<file path="src/rtl/axi_arb_pkg.sv">
// Shared types and constants for the AXI write-channel arbiter.
package axi_arb_pkg;

   // Arbiter FSM: arbitrate, forward AW, forward W beats, forward B.
   typedef enum logic [1:0] {
      IDLE = 2'd0,
      ADDR = 2'd1,
      DATA = 2'd2,
      RESP = 2'd3
   } arb_state_t;

   localparam logic [1:0] BRESP_OKAY   = 2'b00;
   localparam logic [1:0] BRESP_SLVERR = 2'b10;

   localparam int unsigned AXI_AW = 32;
   localparam int unsigned AXI_DW = 64;

endpackage

</file>
<file path="src/rtl/rr_pick.sv">
// Combinational round-robin picker: one-hot winner, search starts at ptr+1.
module rr_pick #(
   parameter int unsigned NREQ = 2
) (
   input  logic [NREQ-1:0]         req,
   input  logic [$clog2(NREQ)-1:0] ptr,
   output logic [NREQ-1:0]         win
);

   localparam int unsigned IW = $clog2(NREQ);

   logic          found;
   logic [IW-1:0] idx;

   // Walk the requesters from ptr+1 upward (mod NREQ); first set one wins.
   always_comb begin
      win   = '0;
      found = 1'b0;
      idx   = '0;
      for (int unsigned k = 1; k <= NREQ; k++) begin
         idx = IW'((32'(ptr) + k) % NREQ);
         if (!found && req[idx]) begin
            win[idx] = 1'b1;
            found    = 1'b1;
         end
      end
   end

endmodule

</file>
<file path="src/rtl/axi_wr_arbiter.sv">
// Round-robin arbiter sharing one AXI write master (AW/W/B) among NREQ
// requesters; one burst in flight, grant held from AW through B.
module axi_wr_arbiter
   import axi_arb_pkg::*;
#(
   parameter int unsigned NREQ = 2,
   parameter int unsigned AW   = AXI_AW,
   parameter int unsigned DW   = AXI_DW
) (
   input  logic                     axi_aclk,
   input  logic                     axi_areset,
   // requester AW
   input  logic [NREQ-1:0]          s_awvalid,
   output logic [NREQ-1:0]          s_awready,
   input  logic [NREQ*AW-1:0]       s_awaddr,
   input  logic [NREQ*8-1:0]        s_awlen,
   input  logic [NREQ*3-1:0]        s_awsize,
   input  logic [NREQ*2-1:0]        s_awburst,
   // requester W
   input  logic [NREQ*DW-1:0]       s_wdata,
   input  logic [NREQ*(DW/8)-1:0]   s_wstrb,
   input  logic [NREQ-1:0]          s_wlast,
   input  logic [NREQ-1:0]          s_wvalid,
   output logic [NREQ-1:0]          s_wready,
   // requester B
   output logic [1:0]               s_bresp,
   output logic [NREQ-1:0]          s_bvalid,
   input  logic [NREQ-1:0]          s_bready,
   // master AW
   output logic [AW-1:0]            m_awaddr,
   output logic [7:0]               m_awlen,
   output logic [2:0]               m_awsize,
   output logic [1:0]               m_awburst,
   output logic                     m_awvalid,
   input  logic                     m_awready,
   // master W
   output logic [DW-1:0]            m_wdata,
   output logic [DW/8-1:0]          m_wstrb,
   output logic                     m_wlast,
   output logic                     m_wvalid,
   input  logic                     m_wready,
   // master B
   input  logic [1:0]               m_bresp,
   input  logic                     m_bvalid,
   output logic                     m_bready,
   // status
   output logic [NREQ-1:0]          grant,
   output logic                     wlast_err
);

   localparam int unsigned IW = $clog2(NREQ);
   localparam int unsigned SW = DW / 8;

   arb_state_t    state;
   logic [IW-1:0] rr_ptr;
   logic [IW-1:0] owner;
   logic [7:0]    beat_cnt;
   logic [NREQ-1:0] pick;
   logic          aw_hs;
   logic          w_hs;
   logic          b_hs;

   rr_pick #(
      .NREQ (NREQ)
   ) u_rr_pick (
      .req (s_awvalid),
      .ptr (rr_ptr),
      .win (pick)
   );

   // Index of the one-hot owner; slice 0 when nothing is granted.
   always_comb begin
      owner = '0;
      for (int unsigned i = 0; i < NREQ; i++) begin
         if (grant[i]) owner = IW'(i);
      end
   end

   assign aw_hs = m_awvalid && m_awready;
   assign w_hs  = m_wvalid && m_wready;
   assign b_hs  = m_bvalid && m_bready;

   // Channel muxes: pure combinational steering on registered grant/state.
   always_comb begin
      m_awaddr  = s_awaddr[owner*AW +: AW];
      m_awlen   = s_awlen[owner*8 +: 8];
      m_awsize  = s_awsize[owner*3 +: 3];
      m_awburst = s_awburst[owner*2 +: 2];
      m_awvalid = (state == ADDR) && s_awvalid[owner];
      s_awready = (state == ADDR && m_awready) ? grant : '0;

      m_wdata   = s_wdata[owner*DW +: DW];
      m_wstrb   = s_wstrb[owner*SW +: SW];
      m_wlast   = (beat_cnt == 8'd0);
      m_wvalid  = (state == DATA) && s_wvalid[owner];
      s_wready  = (state == DATA && m_wready) ? grant : '0;

      s_bresp   = m_bresp;
      s_bvalid  = (state == RESP && m_bvalid) ? grant : '0;
      m_bready  = (state == RESP) && s_bready[owner];
   end

   // Arbiter FSM with grant, round-robin pointer, beat counter and error flag.
   always_ff @(posedge axi_aclk or posedge axi_areset) begin
      if (axi_areset) begin
         state     <= IDLE;
         grant     <= '0;
         rr_ptr    <= IW'(NREQ - 1);
         beat_cnt  <= 8'd0;
         wlast_err <= 1'b0;
      end else begin
         case (state)
            IDLE: begin
               if (|s_awvalid) begin
                  grant <= pick;
                  state <= ADDR;
               end
            end
            ADDR: begin
               if (aw_hs) begin
                  beat_cnt <= s_awlen[owner*8 +: 8];
                  state    <= DATA;
               end
            end
            DATA: begin
               if (w_hs) begin
                  // Requester's view of the last beat must match ours.
                  if (s_wlast[owner] != m_wlast) wlast_err <= 1'b1;
                  if (beat_cnt == 8'd0) state <= RESP;
                  else beat_cnt <= beat_cnt - 8'd1;
               end
            end
            RESP: begin
               if (b_hs) begin
                  rr_ptr <= owner;
                  grant  <= '0;
                  state  <= IDLE;
               end
            end
            default: state <= IDLE;
         endcase
      end
   end

endmodule

</file>
<file path="config.mk">
export PLATFORM = sky130hd
export DESIGN_NAME = axi_wr_arbiter
export DESIGN_NICKNAME = d
export VERILOG_FILES = /design/src/rtl/axi_arb_pkg.sv /design/src/rtl/rr_pick.sv /design/src/rtl/axi_wr_arbiter.sv
export SDC_FILE = /design/constraint.sdc
export NUM_CORES = 1
export LEC_CHECK = 0
export CAP_MARGIN = 20
export CORE_AREA = 4 4 147 149
export DETAILED_ROUTE_END_ITERATION = 6
export DIE_AREA = 0 0 151 153
export GPL_TIMING_DRIVEN = 0
export SYNTH_ARGS = -nofsm -noshare
export SYNTH_HDL_FRONTEND = slang
export SYNTH_SLANG_ARGS = --single-unit
</file>
<file path="constraint.sdc">
create_clock -name axi_aclk -period 3 [get_ports axi_aclk]
set_clock_uncertainty 0.05 [all_clocks]
set_input_delay 0.6 -clock axi_aclk [delete_from_list [all_inputs] [get_ports axi_aclk]]
set_output_delay 0.6 -clock axi_aclk [all_outputs]
set_load 0.1 [all_outputs]
</file>
==> reports/qor.txt, run 1 <==
Max Fclk = 0.346 GHz
power after layout = 7.36 mW
kind of critical path = flip-flop to primary output
Max clock buf depth = 2
Max Fanout on Critical Path = 10
Final setup viols = 0
Detailed Place HPWL = 13.0 mm
Detailed Route WL = 14.7 mm
Post-CTS Setup Inserts = 0
Antenna Nets Post-Route = 0
final instance area = 6830 µm²
Post-Layout Cell Count = 907
CTS Hold Buffers Added = 0
GRT Overall Usage = 11.6%
top post-synthesis cells by count = mux2_2, buf_2, inv_1
synthesized area = 2550 µm²
hold depth = 1
dpl cell area = 6670 µm²
area taken by multi-input logic gates = 2010 µm²
io pins = 381
most used standard cell by instance count after synthesis = mux2_2
Final Slew Violations = 0
die area = 23100 µm²
I/O Buffers = 378
Slew headroom = 33.5%
Max Cap Viol = 0
number of fill cells = 2073
fin crit share = 96.4%
CTS tree = done
Worst Tran Pin Value = 0.994 ns
cell taking the most area after synthesis = mux2_2
Worst Hold Margin = 0.436 ns
FF-to-FF End = state[1]
DR WL/cell = 16.2 µm
post-synthesis mux area share = 55.7%
WP data required = 2.35 ns
gpl congestion = 0.798
CTS sink count = 14
Avg Cell Area, Syn = 9.99 µm²
pre-CTS setup slack = -0.281 ns
adder-cell share of the synthesized area = 2.95%
register bit total from synthesis = 14
compound-cell area share of the yosys netlist = 11.4%
share of layout cells above drive strength 1 = 41.8%
die width = 151 µm
sequential cell area fraction in the yosys report = 13.8%
Post-Synth XOR/XNOR Area = 0.344%
Layout Nets = 893
num rows = 52
grt total ovfl = 0
core area = 20200 µm²
min cycle time layout = 2.89 ns
Num CTS Buffers = 3
worst setup margin = 0.108 ns
Root Driver = clkbuf_16
final hold viol count = 0
CP Capture Type = primary output
Static Leak = 2.65 nW
vias per std cell = 3.91
drc violations = 0
hold_sp = wlast_err
reg2reg path depth = 7
RSZ-0062 raised after global routing = no
fin util = 33.8%
CTS HTree Levels = 1
Reg area = 352 µm²
Simple-Gate Fraction of Synth Area = 8.65%
ys flop type = dfrtp_1
P&R area growth vs syn = 168%
CP Launch Type = flip-flop
initial antenna violation count = 0
main combinational cell family by area after synthesis = multiplexers
placed insts = 903
vias in the first global route = 3712
Clock Latency Late Sink = 0.25 ns
First-pass DRT Iterations = 4
antenna cells = 0
Synth async-reset ratio = 100%
first-pass GRT wire length = 20.9 mm
Initial DRC Count = 105
Syn Nets = 510
Setup TNS = 0 ns
Synth cell types = 48
Critical R2R Launch = state[0]
status = finished clean
vias = 3544
Post-synth EDFFs = 0
largest net degree at the start of global routing = 15
Reg2Reg Setup Slack = 0.89 ns
top cell type's share of synthesized area = 52.2%
WHS Endpoint = wlast_err
maximum vdd drop = 0.522 mV
post-cts repair resize count = 347
Yosys Warn Count = 0
Power per Cell Area = 1080 nW/µm²
initial core utilization = 12.6%
worst min-delay path category = flip-flop to flip-flop
Syn Inst Count = 255
CTS clk-pin slew, worst paths = 0.05 ns
Area contributors post-synth = mux2_2, dfrtp_1, ha_1, buf_2, mux2i_1
WP data arrival = 2.24 ns
Die Y = 153 µm
==> metal layers <==
| layer | track usage [%] | part of all wire [%] |
|---|---|---|
| met1 | 12.7 | 36 |
| met4 | 1.77 | 0.75 |
| met2 | 22.3 | 54 |
| met3 | 3.02 | 9.2 |
| met5 | 0 | 0 |
==> flip-flops by register name (all words and copies together), names as in the netlist <==
register	count
state	2
wlast_err	1
grant	2
rr_ptr	1
beat_cnt	8
==> where the power goes <==
part | internal [mW] | total, mW | leakage [nW] | switching (mW)
logic | 1.85 | 6.72 | 2.46 | 4.87
registers | 0.280 | 0.382 | 0.160 | 0.101
clock network | 0.180 | 0.261 | 0.0382 | 0.0815
total | 2.31 | 7.36 | 2.65 | 5.05
==> critical path: stages, from the launching register on <==
cell	delay, ns
dfrtp_1	0.35
buf_6	0.20
buf_2	0.30
buf_2	0.31
mux2_2	0.37
clkdlybuf4s15_2	0.46
==> placed cells by master (no fill, tap or decap), types with 4 or more instances in the layout <==
cell type	instances
clkdlybuf4s50_1	251
mux2_2	118
clkdlybuf4s15_2	105
buf_2	19
dlygate4sd2_1	15
inv_1	14
dfrtp_1	13
o21ai_0	7
nor2_1	6
mux2i_1	6
nand2_1	6
ha_1	6
and3_1	5
o221ai_1	4
==> cell type report <==
class / instances / area share (%)
plain buffers: 22 / 1.87
clock buffers: 4 / 1.15
inverters: 15 / 0.825
multi-input cells: 204 / 29.5
flip-flops and latches: 14 / 5.15
well taps: 270 / 4.95
repair buffers: 378 / 56.6
==> worst max path at each step <==
stage | from | end | slack (ns) | cells past startpoint
global placement | state[0] | s_wready[1] | -0.28 | 6
floorplan | grant[0] | s_wready[0] | 0.0007 | 2
detailed placement | state[0] | s_wready[1] | -0.28 | 6
finish | grant[1] | m_wdata[35] | 0.11 | 5
CTS | grant[1] | m_awlen[0] | 0.01 | 5
global route | grant[1] | m_wdata[57] | 0.00009 | 5
==> logic make-up after synthesis <==
| kind of cell | count (synthesis) |
|---|---|
| multiplexers | 126 |
| buffers and inverters | 37 |
| AND/OR/NAND/NOR | 36 |
| AO/OA/AOI/OAI | 35 |
| flip-flops | 14 |
| adder cells (fa/ha/maj) | 6 |
| XOR/XNOR | 1 |
(Power assumes the default switching activity.)
==> run 2: changes to the inputs <==
- CORE_AREA: 4 4 147 149 -> 4 4 146 148
- DIE_AREA: 0 0 151 153 -> 0 0 150 152
- DONT_BUFFER_PORTS: default -> 1
- clock period: 3 -> 3.2 ns (I/O delays scaled with it)
==> reports/qor.txt, run 2 (synthesized netlist as in run 1, its figures left out) <==
top cell family by delay on the critical path = flip-flops
Num CTS Buffers = 3
Worst Tran Pin Value = 1.11 ns
Die Y = 152 µm
most common cell after layout, fill and taps aside = mux2_2
Clock Latency Late Sink = 0.25 ns
Slew headroom = 26.1%
FF-to-FF End = wlast_err
initial core utilization = 12.7%
RSZ-0062 raised after global routing = no
CP peak stage delay = 0.97 ns
io pins = 381
First-pass DRT Iterations = 4
Buf+Inv Stages, Crit Path = 1
drc violations = 0
fin crit share = 94.9%
status = finished clean
Reg2Reg Setup Slack = 0.72 ns
Worst Hold Margin = 0.299 ns
num rows = 52
Antenna Nets Post-Route = 0
Max Cap Viol = 0
Detailed Place HPWL = 10.1 mm
CTS tree = done
vias = 2209
final hold viol count = 0
dpl cell area = 2890 µm²
CTS HTree Levels = 1
Root Driver = clkbuf_16
Final Slew Violations = 0
Crit. Startpoint = grant[0]
CTS Hold Buffers Added = 0
Initial DRC Count = 75
WP data required = 2.51 ns
min cycle time layout = 3.04 ns
Max Fclk = 0.329 GHz
CTS clk-pin slew, worst paths = 0.05 ns
WP data arrival = 2.35 ns
Detailed Route WL = 11.2 mm
share of layout cells above drive strength 1 = 62.2%
Setup TNS = 0 ns
grt total ovfl = 0
Final setup viols = 0
DR WL/cell = 21.2 µm
number of fill cells = 2297
CP Launch Type = flip-flop
Max Fanout on Critical Path = 4
biggest regs = beat_cnt (8), grant (2), state (2)
I/O Buffers = 0
antenna cells = 0
die width = 150 µm
Top reg by flops = beat_cnt
Max clock buf depth = 2
gpl congestion = 0.825
Critical R2R Launch = beat_cnt[0]
Layout Nets = 515
initial antenna violation count = 2
reg2reg path depth = 6
vias in the first global route = 2257
max reg flops = 8
final instance area = 3000 µm²
CP max-delay cell = dfrtp_1
worst min-delay path category = primary input to asynchronous set/reset pin
vias per std cell = 4.18
P&R area growth vs syn = 17.7%
core area = 20000 µm²
GRT Overall Usage = 8.66%
CTS sink count = 14
largest net degree at the start of global routing = 15
CP Capture Type = primary output
most frequent cells in the layout = mux2_2, buf_2, inv_1, dfrtp_1, o21ai_0
first-pass GRT wire length = 15.0 mm
die area = 22800 µm²
crit path cell chain = inv_1, nor2_2
kind of critical path = flip-flop to primary output
fin util = 15.0%
==> run 2: changes by cell type in the layout (fill, tap and decap cells not counted), moves of 2 or more <==
cell,change
clkdlybuf4s50_1,-251
dlygate4sd2_1,-15
nor2_1,-3
buf_2,-5
clkdlybuf4s15_2,-105
clkbuf_2,-3
nor2_2,+2
==> run 2: through the flow <==
step                      instances  worst slack, ns
final                           529            0.163
after floorplan                 255            0.161
after global placement          525          -0.0755
after CTS                       529           0.0260
after detailed placement        525            0.299
after global routing            529           0.0645
==> run 2: cell type report <==
type	instances	area, µm²	share of cell area, %
inverter	15	60.1	2.00
sequential	14	352	11.7
tap	270	338	11.3
buffer	22	126	4.22
clock buffer	4	88.8	2.96
multi-input combinational	204	2030	67.8
==> run 2: worst max-delay path by stage <==
stage	to	slack [ns]	cells past startpoint
global placement	s_wready[0]	-0.08	2
finish	s_wready[0]	0.16	2
detailed placement	m_awlen[0]	0.30	4
floorplan	s_wready[0]	0.16	2
global route	m_awlen[0]	0.06	4
CTS	m_awlen[0]	0.03	4
==> run 2: layer usage <==
layer	GRT usage, %	wire (µm)
met5	0	31
met4	2.22	105
met3	1.94	1040
met2	15.8	5880
met1	10.1	4160
==> run 2: repair_timing <==
item | CTS | global route
setup endpoints to repair | 0 | 3
gates resized for setup | 0 | 4
buffers inserted | 0 | 0
Power of run 2 is not shown: default switching activity piles up to over one toggle a cycle in this logic, so the estimate is an artifact.
==> run 3: changes to the inputs <==
- PLACE_DENSITY: default -> 0.3
==> reports/qor.txt, run 3 (synthesized netlist as in run 1, its figures left out) <==
grt total ovfl = 0
kind of critical path = flip-flop to primary output
fin util = 15.1%
Final setup viols = 0
WP data required = 2.51 ns
most frequent cells in the layout = mux2_2, buf_2, inv_1
First-pass DRT Iterations = 4
Final Slew Violations = 0
Die Y = 152 µm
CTS clk-pin slew, worst paths = 0.05 ns
fin crit share = 95.9%
CP Capture Type = primary output
Antenna Nets Post-Route = 0
first-pass GRT wire length = 17.3 mm
CTS sink count = 14
io pins = 381
gpl congestion = 0.736
Detailed Route WL = 13.3 mm
DR WL/cell = 25.0 µm
pre-CTS setup slack = 0.229 ns
worst min-delay path category = primary input to asynchronous set/reset pin
Max Fclk = 0.326 GHz
initial antenna violation count = 3
Top reg by flops = beat_cnt
worst setup margin = 0.131 ns
Post-CTS Setup Inserts = 0
vias per std cell = 4.23
drc violations = 0
status = finished clean
biggest regs = beat_cnt (8), grant (2), state (2)
CP Launch Type = flip-flop
num rows = 52
CTS Hold Buffers Added = 0
I/O Buffers = 0
most common cell after layout, fill and taps aside = mux2_2
Max clock buf depth = 2
RSZ-0062 raised after global routing = no
GRT Overall Usage = 10.3%
die width = 150 µm
WP data arrival = 2.38 ns
initial core utilization = 12.7%
Max Fanout on Critical Path = 4
Slew headroom = 26.3%
Num CTS Buffers = 3
vias in the first global route = 2445
largest net degree at the start of global routing = 15
Post-Layout Cell Count = 534
die area = 22800 µm²
max reg flops = 8
min cycle time layout = 3.07 ns
Initial DRC Count = 105
final hold viol count = 0
Root Driver = clkbuf_16
Worst Tran Pin Value = 1.10 ns
Layout Nets = 517
Clock Latency Late Sink = 0.25 ns
Detailed Place HPWL = 11.9 mm
final instance area = 3030 µm²
vias = 2260
CTS HTree Levels = 1
P&R area growth vs syn = 18.9%
Reg2Reg Setup Slack = 1.02 ns
Max Cap Viol = 0
share of layout cells above drive strength 1 = 61.3%
CTS tree = done
core area = 20000 µm²
placed insts = 527
dpl cell area = 2930 µm²
-- run 3: what timing repair did --
item                       4_1_cts  5_1_grt
hold endpoints to repair         0        0
resized for setup                1        1
setup endpoints to repair        1        1
-- run 3: metrics by stage --
stage               hold slack (ns)  TNS, ns
floorplan                     0.459        0
global placement              0.499   -0.250
detailed placement            0.498        0
CTS                           0.365        0
global route                  0.387        0
finish                        0.330        0
-- run 3: final timing paths --
check / start / to / cells past startpoint
min: axi_areset / wlast_err / 1
max in group asynchronous: axi_areset / beat_cnt[2] / 1
max reg2reg: state[0] / state[1] / 7
min reg2reg: beat_cnt[6] / beat_cnt[6] / 1
max: grant[0] / s_wready[0] / 2
min in group axi_aclk: beat_cnt[6] / beat_cnt[6] / 1
-- run 3: cell type report --
cell class                 instances  area [µm²]
antenna                            3        7.51
buffer                            22         126
clock buffer                       4        88.8
fill                            2293       17000
inverter                          15        56.3
multi-input combinational        204        2030
sequential                        14         352
tap                              270         338
timing repair buffer               2        31.3
-- run 3: worst max-delay path: stages, from the launching register on --
cell and delay (ns):
dfrtp_1 1.06, inv_1 0.17, nor2_2 0.90
-- run 3: metal layers --
metal | up-vias | part of all wire (%) | track usage [%]
li1 | 969 | - | -
met1 | 1038 | 32 | 9.55
met2 | 245 | 54 | 20.4
met3 | 8 | 12 | 3.60
met4 | 0 | 1.9 | 3.09
met5 | - | 0 | 0
Power of run 3 is left out for the same reason.
==> edit: new RTL, settings of run 2 <==
`AXI_DW`: 64 -> 32.
--- a/src/rtl/axi_arb_pkg.sv
+++ b/src/rtl/axi_arb_pkg.sv
@@ -13,7 +13,7 @@
    localparam logic [1:0] BRESP_SLVERR = 2'b10;
 
    localparam int unsigned AXI_AW = 32;
-   localparam int unsigned AXI_DW = 64;
+   localparam int unsigned AXI_DW = 32;
 
 endpackage
 
Interface: changed (resized m_wdata, m_wstrb, s_wdata and s_wstrb); port bits go from 381 to 273. No check against the original RTL was run, so the function may have changed too.
==> edit against run 2 <==
- sequential cell count unchanged
- global-route usage decreased by 1.8 points
- routed wire length is 20% lower
- core utilization down 2.4 points
- synthesized area shrank 19%
- critical path depth rose by 2
- worst setup slack improved by 20 ps
- design area is 16% lower
Power is not shown: default switching activity piles up to over one toggle a cycle in this logic, so the estimate is an artifact.
==> edit: results (changes against run 2) <==
Global routing
  – GRT Resource Usage Total: 6.865% (-1.8 points)
  – Initial antenna violation count: 0 (-2)
  – First-pass GRT wire length: 11.91 mm (-20%)

Routing
  – WL per Instance: 18.45 um (-13%)
  – DR vias/cell: 3.708 (-11%)
  – Metal3 WL: 805 um (-23%)
  – Metal-1 WL: 3.441 mm (-17%)
  – Top sig layer: met4
  – Routed wire length: 9.020 mm (-20%)

Worst setup path
  – CP max stage delay: 620 ps (-350 ps)
  – FF-to-FF End: beat_cnt[5]$_DFFE_PP0P_
  – Critical Path End: m_wdata[30]
  – Worst Setup SP: grant[1]$_DFFE_PP0P_
  – RR Startpoint: grant[1]$_DFFE_PP0P_
  – Crit Path Max Fanout: 10 (+6)
  – CP arrival: 2330 ps (-20 ps)

Placed design
  – Place WS: 97.16 ps (-202.0 ps)
  – Dpl cells: 485 (-7.6%)
  – Routability congestion estimate: 0.7901 (-4.3%)
  – Detail Placement HPWL: 7.950 mm (-21%)

Synthesis
  – Post-synth cell types: 43 (-10%)
  – Synth area leaders: mux2_2 44%, dfrtp_1 16%, ha_1 3.7%, mux2i_1 3.4%, a22o_1 2.6%

Clock tree
  – Post-cts resize count: 4 (+4)

Status
  – Status: complete, no violations

Final layout
  – Final nets: 403 (-22%)
  – Layout cell share with drive strength beyond 1: 52.97% (-9.2 points)

STA
  – Measured slew at the worst slew-check pin: 1114 ps (+6.728 ps)
## edit: cell types whose count changed in the layout (fill, tap and decap cells not counted), sizes merged, moves of 3 or more
cell and change:
mux2 -37, a22o +3, nand2 +4, buf -5
a22oi -3
## edit: worst max-delay path: cells and delay by family (launching register included)
family   cells  cell delay [ps]
flops        1              370
buf+inv      3             1070
mux          1              620
## edit: logic make-up (layout without fill, tap and decap cells)
family | after synthesis | count (layout) | synth area share [%]
multiplexers | 89 | 89 | 48.63
AND/OR/NAND/NOR | 39 | 39 | 10.43
AO/OA/AOI/OAI | 35 | 35 | 13.18
buffers and inverters | 30 | 35 | 6.528
flip-flops | 14 | 14 | 17.14
adder cells (fa/ha/maj) | 6 | 6 | 3.661
XOR/XNOR | 1 | 1 | 0.4272
## edit: layout make-up
class / count / area, sq um
tap: 270 / 337.8
fill: 2331 / 17520
timing repair buffer: 1 / 27.53
multi-input combinational: 170 / 1582
buffer: 18 / 90.09
inverter: 12 / 45.04
sequential: 14 / 351.6
clock buffer: 4 / 88.84
